## config.mk

```make
export PLATFORM = sky130hd
export DESIGN_NAME = mem_arbiter
export DESIGN_NICKNAME = d
export VERILOG_FILES = /design/src/rtl/mem_arbiter.sv
export SDC_FILE = /design/constraint.sdc
export NUM_CORES = 1
export LEC_CHECK = 0
export ABC_CLOCK_PERIOD_IN_PS = 5400
export CORE_ASPECT_RATIO = 1.1
export CORE_UTILIZATION = 40
export CTS_BUF_LIST = sky130_fd_sc_hd__clkbuf_2
export CTS_CLUSTER_DIAMETER = 60
export DETAILED_ROUTE_END_ITERATION = 8
export PLACE_DENSITY_LB_ADDON = 0.3
export SLEW_MARGIN = 10
export SYNTH_ARGS = -nofsm -noshare
export SYNTH_HDL_FRONTEND = slang
export SYNTH_SLANG_ARGS = --single-unit
```

## constraint.sdc

```tcl
create_clock -name i_clk -period 5.4 [get_ports i_clk]
set_input_delay 1.08 -clock i_clk [delete_from_list [all_inputs] [get_ports i_clk]]
set_output_delay 1.08 -clock i_clk [all_outputs]
set_load 0.01 [all_outputs]
```

## src/rtl/mem_arbiter.sv

```systemverilog
// mem_arbiter: single-port memory arbiter between instruction fetch and LSU.
// One outstanding transaction, LSU priority with a fetch starvation guard.
module mem_arbiter (
  input  logic        i_clk,
  input  logic        i_reset,
  input  logic        i_if_req,
  input  logic [31:0] i_if_addr,
  output logic [31:0] o_if_rdata,
  output logic        o_if_valid,
  input  logic        i_lsu_req,
  input  logic        i_lsu_wren,
  input  logic [31:0] i_lsu_addr,
  input  logic [31:0] i_lsu_wdata,
  input  logic [3:0]  i_lsu_bmask,
  output logic [31:0] o_lsu_rdata,
  output logic        o_lsu_valid,
  output logic        o_mem_req,
  output logic        o_mem_wren,
  output logic [31:0] o_mem_addr,
  output logic [31:0] o_mem_wdata,
  output logic [3:0]  o_mem_bmask,
  input  logic        i_mem_ack,
  input  logic [31:0] i_mem_rdata,
  input  logic        i_flush,
  output logic        o_stall_fetch,
  output logic        o_stall_memory
);

  typedef enum logic [1:0] {
    S_IDLE,
    S_IF_BUSY,
    S_LSU_BUSY
  } state_t;

  state_t      r_state;
  logic [1:0]  r_starve;
  logic        r_kill;
  logic        r_mem_req;
  logic        r_mem_wren;
  logic [31:0] r_mem_addr;
  logic [31:0] r_mem_wdata;
  logic [3:0]  r_mem_bmask;
  logic [31:0] r_if_rdata;
  logic        r_if_valid;
  logic [31:0] r_lsu_rdata;
  logic        r_lsu_valid;

  logic        w_if_elig;
  logic        w_starved;
  logic        w_grant_if;
  logic        w_grant_lsu;
  logic        w_if_kill;
  logic [1:0]  w_starve_inc;

  // A flushed fetch may not be granted; a starved fetch beats the LSU.
  assign w_if_elig    = i_if_req & ~i_flush;
  assign w_starved    = (r_starve == 2'd3);
  assign w_grant_if   = w_if_elig & (w_starved | ~i_lsu_req);
  assign w_grant_lsu  = i_lsu_req & ~w_grant_if;
  assign w_if_kill    = r_kill | i_flush;
  assign w_starve_inc = w_starved ? 2'd3 : r_starve + 2'd1;

  // Arbitration FSM with registered memory-side and response outputs.
  always_ff @(posedge i_clk or posedge i_reset) begin
    if (i_reset) begin
      r_state     <= S_IDLE;
      r_starve    <= 2'd0;
      r_kill      <= 1'b0;
      r_mem_req   <= 1'b0;
      r_mem_wren  <= 1'b0;
      r_mem_addr  <= 32'd0;
      r_mem_wdata <= 32'd0;
      r_mem_bmask <= 4'd0;
      r_if_rdata  <= 32'd0;
      r_if_valid  <= 1'b0;
      r_lsu_rdata <= 32'd0;
      r_lsu_valid <= 1'b0;
    end else begin
      r_if_valid  <= 1'b0;
      r_lsu_valid <= 1'b0;
      unique case (r_state)
        S_IDLE: begin
          if (w_grant_lsu) begin
            r_state     <= S_LSU_BUSY;
            r_mem_req   <= 1'b1;
            r_mem_wren  <= i_lsu_wren;
            r_mem_addr  <= i_lsu_addr;
            r_mem_wdata <= i_lsu_wdata;
            r_mem_bmask <= i_lsu_bmask;
            r_starve    <= i_if_req ? w_starve_inc : 2'd0;
          end else if (w_grant_if) begin
            r_state     <= S_IF_BUSY;
            r_mem_req   <= 1'b1;
            r_mem_wren  <= 1'b0;
            r_mem_addr  <= i_if_addr;
            r_mem_wdata <= 32'd0;
            r_mem_bmask <= 4'hF;
            r_starve    <= 2'd0;
            r_kill      <= 1'b0;
          end
        end
        S_IF_BUSY: begin
          if (i_mem_ack) begin
            r_state    <= S_IDLE;
            r_mem_req  <= 1'b0;
            r_kill     <= 1'b0;
            if (!w_if_kill) begin
              r_if_rdata <= i_mem_rdata;
              r_if_valid <= 1'b1;
            end
          end else if (i_flush) begin
            r_kill <= 1'b1;
          end
        end
        S_LSU_BUSY: begin
          if (i_mem_ack) begin
            r_state     <= S_IDLE;
            r_mem_req   <= 1'b0;
            r_mem_wren  <= 1'b0;
            r_lsu_rdata <= i_mem_rdata;
            r_lsu_valid <= 1'b1;
          end
        end
        default: begin
          r_state   <= S_IDLE;
          r_mem_req <= 1'b0;
        end
      endcase
    end
  end

  assign o_mem_req      = r_mem_req;
  assign o_mem_wren     = r_mem_wren;
  assign o_mem_addr     = r_mem_addr;
  assign o_mem_wdata    = r_mem_wdata;
  assign o_mem_bmask    = r_mem_bmask;
  assign o_if_rdata     = r_if_rdata;
  assign o_if_valid     = r_if_valid;
  assign o_lsu_rdata    = r_lsu_rdata;
  assign o_lsu_valid    = r_lsu_valid;
  assign o_stall_fetch  = i_if_req & ~r_if_valid;
  assign o_stall_memory = i_lsu_req & ~r_lsu_valid;

endmodule

```

==> impl_results.md <==
- Status: finished, final reports clean
- Final period util: 64.1%
- Avg WL per Cell: approximately 19 µm
- Post-synth ARST share: 100%
- Reg2reg start: r_starve[0]
- PD cells: 529 mW/mm²
- Relative slew margins: 21.7%
- GR Util All Layers: 22.3%
- #FFs+latches synth: between 100 and 150
- Mux contribution to synthesized area: 12.0%
- # nets final: 858
- Die footprint: 0.0157 mm²
- Final Skew: roughly 0.024 ns
- Post-synthesis simple-gate area fraction: under 10%
- Largest family of logic cells by synthesized area: compound AO/OA/AOI/OAI gates
- Final Wtd Congestion: 0.827
- Largest net degree at the start of global routing: 120
- Core ar.: 0.0146 mm²
- Initial DRC count: 475
- CTS Hold Buffers Added: 0
- IO Count: 277
- Synth Net Count: 600
- CTS sink cnt: 141
- Crit. End Element: output port
- Residual DRC: 0
- GRT busiest layer: met2
- Sequential cell area fraction in the yosys report: 58.2%
- Initial antenna violation count: 2
- Fin. max-slew vios: 0
- IO Port Bufs: 276
- Final WL: 17.3 mm
- Top_reg_cell synth: dfrtp_1
- Post-Syn Area: 0.00607 mm²
- H-tree depth: 4
- CTS Buf Count: 17
- Startpoint Class: input pin
- Leak: 3.75 nW
- Root Buffer: clkbuf_2
- Maxcap violations: 0
- Leading cell type in the layout, fill and taps excluded: clkdlybuf4s50_1
- Hold Path Class: register to register
- Origin of the worst setup path: i_if_req
- Post-cts gate resize count: 0
- F_max: 0.289 GHz
- Unrepaired setup endpoints after global routing: no
- VDD IR max: 300 µV
- Overall power: 4.79 mW
- Area share of fa/ha/maj cells after synthesis: 0.619%
- Row count: 46
- Final setup violating endpoints: 0
- Clk slew on worst S/H paths: between 0.15 and 0.2 ns
- GR Layer Usage met2: 36.5%
- Synth cell types: 39
- Setup ws final: between 1.5 and 2 ns
- Hold path endpoint: o_mem_wren
- Crit path max fanout: 6
- Hold Crit Start: o_mem_wren
- Clk buf depth: 2
- Die height: roughly 130 µm
- P&R area growth vs syn: 49.4%
- # fillers: 1194
- Fraction of layout cells with a size suffix above 1: 16.5%
- Antenna viol nets, final: 0
- First-pass GRT wire length: ~27 mm
- Met1 Track Usage GR: 25.8%
- Setup TNS: 0 ns
- Number of global-route vias before repair: 5204
- Via Count: 4953
- Hpwl dp: roughly 12 mm
- Data arrival, critical path: 2.38 ns
- Most frequent cells in the layout: clkdlybuf4s50_1 (275), dfrtp_1 (141), mux2_2 (60)
- R2r endpoint: o_mem_wdata[15]
- Grt ovf: 0
- DR vias/cell: about 5.4
- Die width: around 120 µm
- Crit path required time: 4.32 ns
- Min cycle time layout: 3.46 ns
- Placed inst area: 0.00889 mm²
- Synth Area in Compound Gates: 20.4%
- Post-CTS setup buffers: 0
- Setup CP Type: input pin to output port
- CTS tree: built
- Syn avg cell area: ~13 µm²
- Reg2Reg Setup Slack: 3.23 ns
- Fin. Hold Viols: 0
- Post-Syn Instances: ~460
- Worst Hold Depth: 2
- Transition time at the pin with the least slew margin: 1.17 ns
- Final Instance Area: ~0.009 mm²
- Clk_lat worst skew: 0.70 ns
- DR pass1 iterations: 5
- Syn. warnings: 0
- FF-to-FF path depth: 3
- Post-Synth XOR/XNOR Area: 0%
- DP Worst Slack: 1.93 ns
- EDFF count, synth: 0
- Initial Util: 41.5%
- Routing usage on met3: 9.51%
-- how the worst max path moves through the flow --
stage,slack (ns),cells after the start,endpoint
finish,1.94,3,o_stall_fetch
detailed placement,1.93,5,o_mem_wdata[7]
floorplan,0.54,1,o_if_rdata[0]
CTS,1.93,3,o_stall_fetch
global route,1.89,3,o_stall_fetch
global placement,1.96,3,o_stall_fetch
-- final cells by class --
cell class	instances	area (µm²)	share of cell area, %
sequential	141	3530	38.9
timing repair buffer	282	2800	30.9
multi-input combinational	265	2280	25.2
tap	192	240	2.65
clock buffer	18	90.1	0.994
clock inverter	11	76.3	0.842
inverter	9	38.8	0.428
antenna	1	2.50	0.0276
-- cells by family after synthesis --
family / Yosys count
AO/OA/AOI/OAI: 147
flip-flops: 141
multiplexers: 65
buffers and inverters: 52
AND/OR/NAND/NOR: 50
adder cells (fa/ha/maj): 3
-- worst max-delay path: stages --
cell	delay [ns]
clkdlybuf4s50_1	0.59
nor2b_1	0.17
clkdlybuf4s50_1	0.54
-- routing by layer --
| layer | vias to the layer above | routed length, µm | part of all wire (%) |
|---|---|---|---|
| li1 | 2234 | - | - |
| met1 | 2449 | 6630 | 38 |
| met2 | 240 | 8400 | 48 |
| met3 | 28 | 1890 | 11 |
| met4 | 2 | 390 | 2.3 |
| met5 | - | 13 | 0.075 |
-- cells in the mapped netlist, drive strengths merged (2+ instances only) --
cell       n  area, µm²
nor2       2       7.51
nand2b     3       18.8
nand2     34        128
nand4b     2       17.5
o21ai     33        165
nor2b      3       18.8
o22a       4       35.0
o211ai     2       15.0
inv        9       33.8
a32o       2       20.0
o221a     32        360
nand3      3       15.0
ha         3       37.5
mux2      64        721
a22o      33        289
clkbuf    16       62.6
dfrtp    141       3530
a2bb2oi   33        289
buf       27        179
-- through the flow --
step	util [%]	std cells	hold slack, ns
floorplan	-	458	0.491
global placement	60.8	889	0.471
detailed placement	60.8	889	0.485
CTS	61.9	918	0.529
global route	62.0	919	0.547
finish	62.0	919	0.529
-- report_power, final --
group | internal (mW) | switching [mW] | leakage (nW)
combinational | 1.49 | 0.965 | 1.95
sequential | 1.56 | 0.295 | 1.69
clock | 0.111 | 0.380 | 0.103
-- state kept, by name, summed over array words and instances (netlist names) --
signal       flops
r_starve         2
o_mem_req        1
o_if_rdata      32
r_kill           1
o_lsu_rdata     32
o_mem_wren       1
o_lsu_valid      1
o_mem_addr      32
o_mem_wdata     32
o_mem_bmask      4
o_if_valid       1
r_state          2
Power figures use the tool's default switching activity.
